### config.mk
export PLATFORM = sky130hd
export DESIGN_NAME = prio_encoder_q_flat
export DESIGN_NICKNAME = d
export VERILOG_FILES = /design/src/rtl/prio_encoder_q_if.sv /design/src/rtl/prio_encoder_q.sv /design/src/flat_wrapper.sv
export SDC_FILE = /design/constraint.sdc
export NUM_CORES = 1
export LEC_CHECK = 0
export ABC_CLOCK_PERIOD_IN_PS = 1600
export BUFFER_PORTS_ARGS = -buffer_cell sky130_fd_sc_hd__buf_4
export CAP_MARGIN = 0
export CORE_MARGIN = 3
export CORE_UTILIZATION = 31
export DETAILED_ROUTE_END_ITERATION = 6
export PLACE_DENSITY = 0.56
export SLEW_MARGIN = 10
export SYNTH_ARGS = -nofsm -noshare
export SYNTH_HDL_FRONTEND = slang
export SYNTH_SLANG_ARGS = --single-unit
### constraint.sdc
create_clock -name clk -period 1.6 [get_ports clk]
set_input_delay 0.16 -clock clk [delete_from_list [all_inputs] [get_ports clk]]
set_output_delay 0.16 -clock clk [all_outputs]
set_load 0.01 [all_outputs]
### src/rtl/prio_encoder_q_if.sv
`default_nettype none
// ============================================================================
// Module   : prio_encoder_q_if
// Purpose  : Request/issue bundle for prio_encoder_q. It carries the request
//            load path, the valid/ready issue handshake, the cascade enables
//            and the pending-set view.
// Ports    : master - request source and consumer side (drives ein, load,
//                     req_in and ready; observes y, valid, gs, eout, pending)
//            slave  - encoder side (the mirror of master)
// Revision : 1.0 - initial release
// ============================================================================
interface prio_encoder_q_if #(
  parameter int N = 8
);
  localparam int IDX_W = $clog2(N);

  logic             ein;
  logic             load;
  logic [N-1:0]     req_in;
  logic             ready;
  logic [IDX_W-1:0] y;
  logic             valid;
  logic             gs;
  logic             eout;
  logic [N-1:0]     pending;

  modport master (
    output ein, load, req_in, ready,
    input  y, valid, gs, eout, pending
  );

  modport slave (
    input  ein, load, req_in, ready,
    output y, valid, gs, eout, pending
  );
endinterface
`default_nettype wire

### src/rtl/prio_encoder_q.sv
`default_nettype none
// ============================================================================
// Module   : prio_encoder_q
// Purpose  : Registered, queued priority encoder. Request lines are OR-merged
//            into a pending set. One encoded index is then issued per
//            valid/ready transfer, highest index first. The ein/gs/eout
//            cascade is kept, so several instances can be chained.
// Ports    : clk   - rising-edge clock
//            rst_n - asynchronous active-low reset
//            bus   - prio_encoder_q_if.slave (ein, load, req_in, ready in;
//                    y, valid, gs, eout, pending out)
// Options  : ROUND_ROBIN_EN - when defined, selection searches downward from
//            a rotating pointer with wrap, instead of fixed priority.
// Revision : 1.0 - initial release
// ============================================================================
module prio_encoder_q #(
  parameter int N = 8
) (
  input  wire logic          clk,
  input  wire logic          rst_n,
  prio_encoder_q_if.slave    bus
);
  localparam int IDX_W = $clog2(N);

  typedef enum logic [0:0] {
    IDLE = 1'b0,
    HOLD = 1'b1
  } state_t;

  state_t           r_state;
  logic [N-1:0]     r_pending;
  logic [IDX_W-1:0] r_y;
  logic             r_valid;

  logic [IDX_W-1:0] w_sel;
  logic             w_any;
  logic             w_issue;
  logic [N-1:0]     w_issue_mask;

  // Highest set index of a vector. Returns 0 for an all-zero vector; callers
  // only use the result when the vector is non-zero.
  function automatic logic [IDX_W-1:0] f_highest(input logic [N-1:0] v);
    logic [IDX_W-1:0] hi;
    hi = '0;
    for (int i = 0; i < N; i++) begin
      if (v[i]) hi = IDX_W'(i);
    end
    return hi;
  endfunction

`ifdef ROUND_ROBIN_EN
  logic [IDX_W-1:0] r_ptr;
  logic [N-1:0]     w_lo_mask;
  logic [N-1:0]     w_lo_pending;

  // A wrapped downward search from ptr is the same as two searches. Take the
  // highest pending bit at or below ptr first. When there is none, the search
  // wraps, so take the highest pending bit overall.
  always_comb begin
    w_lo_mask = '0;
    for (int i = 0; i < N; i++) begin
      w_lo_mask[i] = (i <= int'(r_ptr));
    end
  end

  assign w_lo_pending = r_pending & w_lo_mask;
  assign w_sel        = (|w_lo_pending) ? f_highest(w_lo_pending)
                                        : f_highest(r_pending);
`else
  assign w_sel = f_highest(r_pending);
`endif

  assign w_any = |r_pending;

  // An issue needs ein and a non-empty pending set. The output register must
  // also be free: it is either idle or being consumed this cycle.
  assign w_issue = bus.ein && w_any && ((r_state == IDLE) || bus.ready);

  assign w_issue_mask = w_issue ? ({{(N-1){1'b0}}, 1'b1} << w_sel) : '0;

  always_ff @(posedge clk or negedge rst_n) begin
    if (!rst_n) begin
      r_state   <= IDLE;
      r_pending <= '0;
      r_y       <= '0;
      r_valid   <= 1'b0;
`ifdef ROUND_ROBIN_EN
      r_ptr     <= IDX_W'(N - 1);
`endif
    end else begin
      // The clear is applied before the merge. A request that is re-asserted
      // on the same edge its bit is issued therefore stays pending.
      r_pending <= (r_pending & ~w_issue_mask) | (bus.load ? bus.req_in : '0);

      case (r_state)
        IDLE: begin
          if (w_issue) begin
            r_state <= HOLD;
            r_valid <= 1'b1;
            r_y     <= w_sel;
          end
        end
        HOLD: begin
          // With ready low, y and valid are held whatever ein does.
          if (bus.ready) begin
            if (w_issue) begin
              r_y <= w_sel;
            end else begin
              r_state <= IDLE;
              r_valid <= 1'b0;
            end
          end
        end
        default: begin
          r_state <= IDLE;
          r_valid <= 1'b0;
        end
      endcase

`ifdef ROUND_ROBIN_EN
      if (w_issue) begin
        r_ptr <= (w_sel == '0) ? IDX_W'(N - 1) : (w_sel - 1'b1);
      end
`endif
    end
  end

  assign bus.y       = r_y;
  assign bus.valid   = r_valid;
  assign bus.gs      = r_valid;
  assign bus.pending = r_pending;
  // eout comes only from registers and ein. It is forced low while reset is
  // asserted.
  assign bus.eout    = rst_n & bus.ein & ~r_valid & ~w_any;

endmodule
`default_nettype wire
### src/flat_wrapper.sv
// flat-port wrapper written by rule: the top's interface ports become plain ports
module prio_encoder_q_flat 
#(
  parameter int N = 8
)
  (clk, rst_n, bus_ein, bus_load, bus_req_in, bus_ready, bus_y, bus_valid, bus_gs, bus_eout, bus_pending);
  prio_encoder_q_if #(.N(N)) bus_i ();
  input  wire logic clk;
  input  wire logic rst_n;
  input wire logic [$bits(bus_i.ein)-1:0] bus_ein;
  input wire logic [$bits(bus_i.load)-1:0] bus_load;
  input wire logic [$bits(bus_i.req_in)-1:0] bus_req_in;
  input wire logic [$bits(bus_i.ready)-1:0] bus_ready;
  output wire logic [$bits(bus_i.y)-1:0] bus_y;
  output wire logic [$bits(bus_i.valid)-1:0] bus_valid;
  output wire logic [$bits(bus_i.gs)-1:0] bus_gs;
  output wire logic [$bits(bus_i.eout)-1:0] bus_eout;
  output wire logic [$bits(bus_i.pending)-1:0] bus_pending;
  assign bus_i.ein = bus_ein;
  assign bus_i.load = bus_load;
  assign bus_i.req_in = bus_req_in;
  assign bus_i.ready = bus_ready;
  assign bus_y = bus_i.y;
  assign bus_valid = bus_i.valid;
  assign bus_gs = bus_i.gs;
  assign bus_eout = bus_i.eout;
  assign bus_pending = bus_i.pending;
  prio_encoder_q #(.N(N)) u_core (.clk(clk), .rst_n(rst_n), .bus(bus_i));
endmodule
### Word level (Yosys, flattened, before mapping)

Index checks and enable logic that the tools add are counted.

| storage, ports and cells | value |
|---|---|
| flip-flop bits (word level) | 13 |
| input port bits | 13 |

| operators by class | value |
|---|---|
| equality and inequality tests | 3 |
| shift operators | 1 |
| mux-type cells | 19 |
| bitwise gates (word level) | 9 |
| reductions and logical operators | 5 |

Operators by type and width:

| cell | count |
|---|---|
| $mux W3 | 8 |
| $mux W8 | 2 |
| $and A8 B8 Y8 | 1 |
| $not A8 Y8 | 1 |
| $or A8 B8 Y8 | 1 |
| $reduce_or A8 Y1 | 1 |
| $shl A1 B3 Y8 const A | 1 |
| $mux W1 | 6 |
| $pmux W3 S2 | 1 |
| $ne A2 B2 Y1 const B | 2 |
| $pmux W1 S2 | 2 |
| $and A1 B1 Y1 | 3 |
| $not A1 Y1 | 3 |
| $reduce_and A3 Y1 | 1 |
| $logic_and A1 B1 Y1 | 2 |
| $ne A2 B1 Y1 const B | 1 |
| $logic_or A1 B1 Y1 | 1 |

### Logic depth before layout (Yosys ltp)

Gate-level depths: netlist of the first run.

| depth | value |
|---|---|
| depth in word-level cells | 12 |
| depth in mapped cells | 4 |
| mapped depth without buffers | 4 |

### Worst setup path before layout of the first run

No wires, ideal clock.

| timing | value |
|---|---|
| kind | register to output |
| start | register u_core.r_pending[1], in the netlist u_core.bus.pending[1] |
| end | output bus_eout |
| arrival | 1.192 ns |
| path slack | 0.248 ns |
| cell stages (with the launch flop) | 4 |
| path buffers | 0 |
| cells stage by stage | dfrtp_1 -> nor4_4 -> nand3_1 -> nor3_1 |

| between the ends | value |
|---|---|
| longest elaborated chain between the ends | 3 |

Ends and longest elaborated chain:

| item | line | source |
|---|---|---|
| start, declared | prio_encoder_q.sv:31 | `logic [N-1:0] r_pending;` |
| start signal, assigned | prio_encoder_q.sv:93 | `r_pending <= (r_pending & ~w_issue_mask) \| (bus.load ? bus.req_in : '0);` |
| $reduce_or A8 Y1 | prio_encoder_q.sv:73 | `assign w_any = \|r_pending;` |
| $not A1 Y1 | prio_encoder_q.sv:134 | `assign bus.eout = rst_n & bus.ein & ~r_valid & ~w_any;` |
| $and A1 B1 Y1 | prio_encoder_q.sv:134 |  |
| end, declared | flat_wrapper.sv:17 | `output wire logic [$bits(bus_i.eout)-1:0] bus_eout;` |

Every way passes these cells.

### Worst setup path after layout of the first run

Ends and elaborated chain as after synthesis.

==> reports/results.ini, run 1 <==
[worst_hold_path]
holdPathStages = 3
hold_end = u_core.bus.pending[2]
min_from = bus_req_in[2]
hold_path_class = primary input to flop

[floorplanning]
rows = 15
dieHeight_um = 50.9
core_area_mm2 = 0.00182
die_w_um = 50.9
initial_core_util = 0.344
die_area_mm2 = 0.00259
io_pins = 27

[timing]
min_period_over_period = 0.966
timing.final.crit_period_ns = 1.55
hold-worst-slack_ns = 0.0771
worst_pin_slew_ns = 0.315
hold_viol_final = 0
drv_slew = 0
rsz0062_at_grt = true
finClkSkew_ns = 0.00448
setup_viol = 0
slew_headroom = 0.788
timing.fmax_mhz = 647

[power_and_ir_drop]
clkPwrFrac = 0.260
power_frac_comb = 0.224
power_density_mw_per_mm2 = 833
switchingPower_mw = 0.218
pwr-share-seq = 0.516
sw_frac_of_total = 0.283
p_int_mw = 0.553
ir_drop_mv = 0.483
p_leak_nw = 0.431
design_power_total_mw = 0.771

[place]
gp_congestion = 0.687
place_inst = 112
placed_area_um2 = 848
portBuffers = 26
hpwl_mm = 1.19

[grt]
grt_pass1_vias = 606
antenna_found_initial = 0
gr-usage-all-layers = 0.145
grt_max_degree = 15
grt_overflow = 0
grt_pass1_wl_mm = 2.77

[critical_path]
slowest_stage = dfrtp_1
critPathMaxStageDelay_ns = 0.41
critPathArrivalTime_ns = 1.39
reg2reg_depth = 5
cp-end-kind = primary output
path_buf_inv = 1
crit_type = flop to primary output
worstPathCellList = nor4_4, nand3_2, nor3_2, buf_4
cp_max_fo = 2
ff2ff_setup_slack_ns = 0.21
worstPathRequired_ns = 1.44
start_kind = flop
worstReg2RegStart = u_core.bus.pending[1]
path_delay_family = simple AND/OR/NAND/NOR gates
worstReg2RegEnd = u_core.bus.y[0]

[synth]
synth_flop_cell = dfrtp_1
avgSynthCellArea_um2 = 10.1
ys_top_cells_by_count = dfrtp_1, nand2_1, a22o_1
synth_top_area_frac = 0.520
syn_nets = 75
synth_seq_cells = 13
synth_area_leader_cell = dfrtp_1
synth_edf_count = 0
ys_warn_count = 0
synth_area_leaders = dfrtp_1, a22o_1, nand2_1
synth_area_um2 = 626
syn_inst = 62
async_flop_share = 1.00
synthDistinctLibCells = 25
ys_seq_area_frac = 0.520

[clocking]
clock-sinks = 13
htree_levels = 1
clk_path_buf_depth = 2
root_buffer = clkbuf_4
cts_made_buffers = 3
clk_pin_slew_worst_paths_ns = 0.08
clk_latency_ns = 0.27
cts_tree = done

[route]
wl_per_cell_um = 12.9
via_per_inst = 4.91
dr.pass1.iters = 4
drc = 0
routed-via-count = 594
wirelength_mm = 1.56
drt_iter0_drc = 7
antenna_left = 0

[cells_and_area]
drive_gt1_frac = 0.406
fin_cells = 121
fin_nets = 110
num_antenna_cells = 0
stdcell_area_um2 = 926
final_util = 0.509
syn_to_final_growth_pct = 48.0

[status]
status = finished, final reports clean

[run]
drv_cap = 0

-- worst max-delay path by stage --
stage / start / endpoint / slack (ns) / depth (start not counted)
2_1_floorplan: u_core.bus.pending[1] / bus_eout / 0.25 / 3
3_3_place_gp: u_core.bus.pending[1] / bus_eout / 0.23 / 4
3_5_place_dp: u_core.bus.pending[1] / bus_eout / 0.18 / 4
4_1_cts: u_core.bus.pending[0] / bus_eout / 0.01 / 4
5_1_grt: u_core.bus.pending[1] / bus_eout / -0.07 / 4
6_report: u_core.bus.pending[1] / bus_eout / 0.05 / 4
-- registers in the layout, summed over array words and instances, names as in the netlist --
| register | count |
|---|---|
| u_core.bus.pending | 8 |
| u_core.r_state | 1 |
| u_core.bus.gs | 1 |
| u_core.bus.y | 3 |
-- timing repair --
action,in CTS,in global routing
pin swaps,3,1
buffers inserted,3,1
endpoints found under the setup margin,1,1
hold buffers,1,0
gates resized for setup,2,1
endpoints found under the hold margin,13,0
-- through the flow --
step / setup TNS, ns / worst slack, ns
6_report: 0 / 0.0546
5_1_grt: -0.0745 / -0.0745
4_1_cts: 0 / 0.0124
3_5_place_dp: 0 / 0.176
3_3_place_gp: 0 / 0.227
2_1_floorplan: 0 / 0.248
-- layout make-up --
class	instances	area, µm²
well taps	25	31.3
flip-flops and latches	13	327
fillers	185	895
repair buffers	32	243
inverters	1	3.75
clock buffers	4	26.3
multi-input cells	46	295
-- worst register-to-register path: stages, from the launching register on --
cell and delay (ns):
dfrtp_1 0.41, buf_4 0.15, nor3b_1 0.13, a211o_1 0.31
a31oi_1 0.20, o21ai_1 0.08
-- cell families after synthesis --
kind of cell	Yosys count	synth area share
muxes	1	0.0160
and+or+nand+nor	29	0.258
DFF	13	0.520
AOI/OAI and AO/OA	16	0.182
buffers and inverters	3	0.0240
-- routing by layer --
layer,up-vias,routed length (µm),global-route usage
met5,-,0,0
met4,0,12,0.0673
met3,2,85,0.0350
met2,19,755,0.221
met1,280,710,0.191
li1,293,-,-
-- placed cells by master (no fill, tap or decap) --
cell	Yosys	routed
a211o_1	1	1
a21oi_1	1	1
a22o_1	7	7
a31oi_1	1	1
and2_1	1	1
and3_1	1	1
buf_4	1	31
clkbuf_1	0	1
clkbuf_4	0	3
dfrtp_1	13	12
dfrtp_2	0	1
dlygate4sd3_1	0	1
inv_1	1	1
mux2i_1	1	1
nand2_1	13	13
nand2b_1	2	2
nand3_1	2	1
nand3_2	0	1
nand3b_1	1	1
nand4_1	1	1
nor2_1	3	3
nor2b_1	1	1
nor3_2	0	1
nor3b_1	1	1
nor4_2	1	1
nor4_4	1	1
o21ai_0	2	2
o21ai_1	3	3
o31ai_1	1	1
-- power by group through the flow --
stage / Clock (mW) / Combinational, mW / Sequential, mW
6_report: 0.201 / 0.173 / 0.398
4_1_cts: 0.215 / 0.176 / 0.399
3_3_place_gp: 0 / 0.172 / 0.404
2_1_floorplan: 0 / 0.0646 / 0.411
5_1_grt: 0.236 / 0.193 / 0.405
3_5_place_dp: 0 / 0.173 / 0.405
Note: power is estimated with default switching activity, not from simulation.
==> run 2: changes to the inputs <==
--- a/config.mk
+++ b/config.mk
@@ -9,9 +9,9 @@
 export BUFFER_PORTS_ARGS = -buffer_cell sky130_fd_sc_hd__buf_4
 export CAP_MARGIN = 0
 export CORE_MARGIN = 3
-export CORE_UTILIZATION = 31
+export CORE_UTILIZATION = 30
 export DETAILED_ROUTE_END_ITERATION = 6
-export PLACE_DENSITY = 0.56
+export PLACE_DENSITY = 0.55
 export SLEW_MARGIN = 10
 export SYNTH_ARGS = -nofsm -noshare
 export SYNTH_HDL_FRONTEND = slang
==> run 2 against run 1 <==
  * Sequential power hardly changed
  * Worst setup slack gained 0.027 ns
  * Critical path type unchanged
  * Count of clock-buffer cells in the layout is the same
  * Sequential cell count is the same
  * Critical path depth stayed put
  * Final area is the same
  * Die area grew 2.9%
  * Critical endpoint unchanged
  * Largest cell class unchanged
  * Final cell count did not move
==> reports/results.ini, run 2 (synthesis results as in run 1) <==
[status]
status = finished, final reports clean

[route]
drc = 0  ; unchanged
wirelength_mm = 1.56  ; -0.13%
routed-via-count = 594  ; unchanged
dr.pass1.iters = 4  ; unchanged
drt_iter0_drc = 11  ; +4
via_per_inst = 4.91  ; unchanged
antenna_left = 0  ; unchanged
wl_per_cell_um = 12.9  ; -0.13%

[grt]
antenna_found_initial = 0  ; unchanged
grt_max_degree = 15  ; unchanged
grt_overflow = 0  ; unchanged
gr-usage-all-layers = 0.134  ; -0.0102
grt_pass1_wl_mm = 2.59  ; -6.5%
grt_pass1_vias = 572  ; -5.6%

[clocking]
cts_tree = done
cts_made_buffers = 3  ; unchanged
clk_path_buf_depth = 2  ; unchanged
root_buffer = clkbuf_4
clock-sinks = 13  ; unchanged
clk_pin_slew_worst_paths_ns = 0.07  ; about the same
htree_levels = 1  ; unchanged
clk_latency_ns = 0.27  ; about the same

[critical_path]
cp-end-kind = primary output
crit_path_start = u_core.bus.pending[2]
worstReg2RegStart = u_core.bus.pending[5]
cp_max_fo = 2  ; unchanged
endpoint = bus_eout
ff2ff_setup_slack_ns = 0.24  ; +0.03 ns
worstPathRequired_ns = 1.44  ; about the same
reg2reg_depth = 3  ; -2
crit_type = flop to primary output
worstReg2RegEnd = u_core.bus.pending[1]
critPathArrivalTime_ns = 1.36  ; -0.03 ns
start_kind = flop

[timing]
worst_pin_slew_ns = 0.334  ; +0.0184 ns
slew_headroom = 0.776  ; -0.0123
finClkSkew_ns = 0.00590  ; +0.00142 ns
hold_viol_final = 0  ; unchanged
fin_tns_setup_ns = 0  ; unchanged
drv_slew = 0  ; unchanged
timing.fmax_mhz = 659  ; +1.8%
timing.final.crit_period_ns = 1.52  ; -0.0270 ns
hold-worst-slack_ns = 0.0791  ; +0.00200 ns
rsz0062_at_grt = true
setup_viol = 0  ; unchanged
min_period_over_period = 0.949  ; -0.0169

[floorplanning]
die_w_um = 51.7  ; +1.5%
die_area_mm2 = 0.00267  ; +2.9%
io_pins = 27  ; unchanged
core_area_mm2 = 0.00184  ; +1.0%
rows = 15  ; unchanged
initial_core_util = 0.340  ; -0.00351
dieHeight_um = 51.7  ; +1.5%

[cells_and_area]
drive_gt1_frac = 0.406  ; unchanged
layout_commonest_cell = buf_4
num-fill-cells = 199  ; +7.6%
fin_nets = 110  ; unchanged
largest_reg_flops = 8  ; unchanged
num_antenna_cells = 0  ; unchanged
layout_common_cells = buf_4, nand2_1, dfrtp_1
stdcell_area_um2 = 926  ; unchanged
final_util = 0.503  ; -0.00519
fin_cells = 121  ; unchanged
syn_to_final_growth_pct = 48.0  ; unchanged

[place]
place_inst = 112  ; unchanged
gp_congestion = 0.839  ; +22%
placed_area_um2 = 848  ; unchanged
hpwl_mm = 1.18  ; -1.1%
portBuffers = 26  ; unchanged

[worst_hold_path]
min_from = bus_req_in[0]
hold_path_class = primary input to flop

[power_and_ir_drop]
p_leak_nw = 0.431  ; about the same
power_density_mw_per_mm2 = 835  ; +0.29%
ir_drop_mv = 0.549  ; +14%

[run]
drv_cap = 0  ; unchanged

[run 2: cell counts in the layout (fill, tap and decap cells not counted)]
No cell type changed its count.
[run 2: worst min-delay path by stage]
| stage | slack, ns | cells past startpoint | end |
|---|---|---|---|
| final | 0.08 | 3 | u_core.bus.pending[0] |
| after global routing | 0.07 | 3 | u_core.bus.pending[0] |
| after CTS | 0.07 | 3 | u_core.bus.pending[0] |
| after detailed placement | 0.02 | 1 | u_core.bus.y[2] |
| after global placement | 0.02 | 1 | u_core.bus.gs |
| after floorplan | -0.14 | 0 | u_core.bus.gs |
[run 2: area by class of cell]
cell class / count / area [µm²] / share of cell area
well taps: 25 / 31.3 / 0.0338
repair buffers: 32 / 243 / 0.262
flip-flops and latches: 13 / 327 / 0.353
inverters: 1 / 3.75 / 0.00405
multi-input cells: 46 / 295 / 0.319
clock buffers: 4 / 26.3 / 0.0284
[run 2: critical path: stages (launching register included)]
cell,delay [ns]
dfrtp_2,0.43
nor4_4,0.30
nand3_2,0.11
nor3_2,0.11
buf_4,0.14
[run 2: metal layers]
metal	routed length, µm	up-vias	share of wire	GRT usage
met1	758	279	0.49	0.188
met2	675	20	0.43	0.186
met3	113	2	0.072	0.0401
li1	-	293	-	-
met4	14	0	0.0090	0.0655
met5	0	-	0	0
[run 2: timing repair]
item                                    4_1_cts  5_1_grt
buffers inserted                              3        1
endpoints found under the hold margin        13        0
endpoints found under the setup margin        1        1
hold buffers                                  1        0
resized for setup                             2        1
pin swaps                                     1        3
[run 2: stage by stage]
stage	setup WS (ns)	total power [mW]
2_1_floorplan	0.248	0.476
3_3_place_gp	0.234	0.576
3_5_place_dp	0.213	0.578
4_1_cts	0.000653	0.784
5_1_grt	-0.0379	0.826
6_report	0.0817	0.773
[run 2: power by group]
| group | total (mW) | internal (mW) | leakage, nW | switching (mW) |
|---|---|---|---|---|
| Clock | 0.202 | 0.0965 | 0.0150 | 0.106 |
| Combinational | 0.173 | 0.0965 | 0.283 | 0.0769 |
| Sequential | 0.398 | 0.360 | 0.133 | 0.0379 |
| Total | 0.773 | 0.553 | 0.431 | 0.220 |
==> run 3: changes to the inputs <==
--- a/config.mk
+++ b/config.mk
@@ -8,9 +8,12 @@
 export ABC_CLOCK_PERIOD_IN_PS = 1600
 export BUFFER_PORTS_ARGS = -buffer_cell sky130_fd_sc_hd__buf_4
 export CAP_MARGIN = 0
+export CORE_ASPECT_RATIO = 0.75
 export CORE_MARGIN = 3
 export CORE_UTILIZATION = 30
 export DETAILED_ROUTE_END_ITERATION = 6
+export HOLD_SLACK_MARGIN = 0.15
+export MAX_ROUTING_LAYER = met4
 export PLACE_DENSITY = 0.55
 export SLEW_MARGIN = 10
 export SYNTH_ARGS = -nofsm -noshare
==> run 3 against run 2 <==
  * Total power increased by 2.4%
  * Final cell count increased by 4.1%
  * Clock skew decreased by 0.0043 ns
  * Sequential cell count unchanged
==> reports/results.ini, run 3 (synthesis results as in run 1) <==
[status]
status = finished, final reports clean

[critical_path]
cp-end-kind = primary output
worstPathRequired_ns = 1.44  ; about the same
endpoint = bus_eout
critPathMaxStageDelay_ns = 0.43  ; about the same
cp_max_fo = 2  ; unchanged
crit_path_start = u_core.bus.pending[2]
worstReg2RegStart = u_core.bus.pending[2]
ff2ff_setup_slack_ns = 0.17  ; -0.07 ns
crit_type = flop to primary output
critPathArrivalTime_ns = 1.39  ; +0.03 ns
reg2reg_depth = 5  ; +2
start_kind = flop
worstPathCellList = nor4_4, nand3_2, nor3_2, buf_4
slowest_stage = dfrtp_2
worstReg2RegEnd = u_core.bus.y[0]

[clocking]
clk_path_buf_depth = 2  ; unchanged
clock-sinks = 13  ; unchanged
clk_pin_slew_worst_paths_ns = 0.08  ; about the same
htree_levels = 1  ; unchanged
clk_latency_ns = 0.27  ; about the same
cts_made_buffers = 3  ; unchanged
root_buffer = clkbuf_4
cts_tree = done

[cells_and_area]
layout_commonest_cell = buf_4
num_antenna_cells = 0  ; unchanged
drive_gt1_frac = 0.385  ; -0.0216
layout_common_cells = buf_4, nand2_1, dfrtp_1
fin_cells = 126  ; +4.1%
num-fill-cells = 176  ; -12%
fin_nets = 118  ; +7.3%
syn_to_final_growth_pct = 62.0
largest_reg_flops = 8  ; unchanged

[floorplanning]
dieHeight_um = 45.5  ; -12%
die_w_um = 58.7  ; +14%
rows = 13  ; -2
io_pins = 27  ; unchanged
initial_core_util = 0.337  ; -0.00275
core_area_mm2 = 0.00185  ; +0.82%
die_area_mm2 = 0.00267  ; +0.21%

[timing]
rsz0062_at_grt = true
slew_headroom = 0.793  ; +0.0174
setup_viol = 0  ; unchanged
min_period_over_period = 0.971  ; +0.0218
worst_pin_slew_ns = 0.308  ; -0.0258 ns
drv_slew = 0  ; unchanged
timing.fmax_mhz = 644  ; -2.2%
layout_setup_ws_ns = 0.0468  ; -0.0349 ns
hold_viol_final = 0  ; unchanged
timing.final.crit_period_ns = 1.55  ; +0.0349 ns
finClkSkew_ns = 0.00164  ; -0.00426 ns
fin_tns_setup_ns = 0  ; unchanged

[run]
drv_cap = 0  ; unchanged

[place]
hpwl_mm = 1.26  ; +6.3%
portBuffers = 26  ; unchanged
place_inst = 108  ; -3.6%
gp_congestion = 0.791  ; -5.7%
dp_slack_ns = 0.199  ; -0.0140 ns

[grt]
antenna_found_initial = 0  ; unchanged
grt_pass1_vias = 650  ; +14%
top_usage_layer = met2
grt_overflow = 0  ; unchanged
met1_usage = 0.179  ; -0.00933
met3_usage = 0.0595  ; +0.0194
gr-usage-all-layers = 0.150  ; +0.0157
grt_util_met2 = 0.229  ; +0.0426
grt_pass1_wl_mm = 2.87  ; +11%
grt_max_degree = 15  ; unchanged

[route]
via_per_inst = 5.02  ; +2.3%
routed-via-count = 633  ; +6.6%
drt_iter0_drc = 11  ; unchanged
drc = 0  ; unchanged
antenna_left = 0  ; unchanged
dr.pass1.iters = 5  ; +1
wl_per_cell_um = 14.0  ; +8.7%
wirelength_mm = 1.77  ; +13%

[power_and_ir_drop]
power_density_mw_per_mm2 = 781  ; -6.4%
p_leak_nw = 0.463  ; +7.4%
ir_drop_mv = 0.584  ; +6.4%

[worst_hold_path]
hold_path_class = primary input to flop
min_from = bus_ready

-- run 3: changes by cell type in the layout (fill, tap and decap cells not counted), sizes merged --
cell	delta
buf	-2
clkbuf	-1
clkinv	+1
dlygate4sd3	+10
-- run 3: worst min-delay path by stage --
stage | endpoint | slack, ns | depth (start not counted)
after CTS | u_core.bus.gs | 0.16 | 4
after detailed placement | u_core.bus.gs | 0.02 | 1
after global placement | u_core.bus.gs | 0.02 | 1
final | u_core.bus.gs | 0.17 | 4
after floorplan | u_core.bus.gs | -0.14 | 0
after global routing | u_core.bus.gs | 0.17 | 4
-- run 3: layout make-up --
cell class / instances / area [µm²] / area share
Clock buffer: 3 / 22.5 / 0.0222
Clock inverter: 1 / 5.00 / 0.00494
Inverter: 1 / 3.75 / 0.00370
Multi-Input combinational cell: 46 / 300 / 0.296
Sequential cell: 13 / 327 / 0.322
Tap cell: 22 / 27.5 / 0.0272
Timing Repair Buffer: 40 / 328 / 0.323
-- run 3: report_power, final --
group	internal [mW]	total, mW	leakage (nW)	switching [mW]
sequential	0.360	0.402	0.133	0.0419
combinational	0.110	0.191	0.312	0.0818
clock	0.0927	0.199	0.0177	0.106
total	0.562	0.792	0.463	0.230
-- run 3: repair_timing --
| item | in CTS | in global routing |
|---|---|---|
| resized for setup | 3 | 2 |
| setup endpoints to repair | 1 | 1 |
| pin swaps | 3 | 1 |
| hold endpoints to repair | 21 | 0 |
| hold buffers | 11 | 0 |
| setup buffers | 3 | 0 |
-- run 3: metal layers --
metal,wire [µm],up-vias,share of wire
met5,0,-,0
met4,29,0,0.016
met3,141,4,0.080
met2,745,26,0.42
met1,852,295,0.48
li1,-,308,-
-- run 3: critical path, delay by kind of cell, from the launching register on --
family | cells | cell delay, ns
simple gates | 3 | 0.55
flops | 1 | 0.43
buf+inv | 1 | 0.14
-- run 3: per-stage QoR --
stage | total power, mW | utilization | area (µm²) | hold slack, ns
after global routing | 0.843 | 0.547 | 1010 | 0.168
final | 0.792 | 0.547 | 1010 | 0.170
after global placement | 0.572 | 0.451 | 837 | 0.0189
after floorplan | 0.476 | - | 626 | -0.136
after CTS | 0.805 | 0.543 | 1010 | 0.158
after detailed placement | 0.576 | 0.451 | 837 | 0.0171
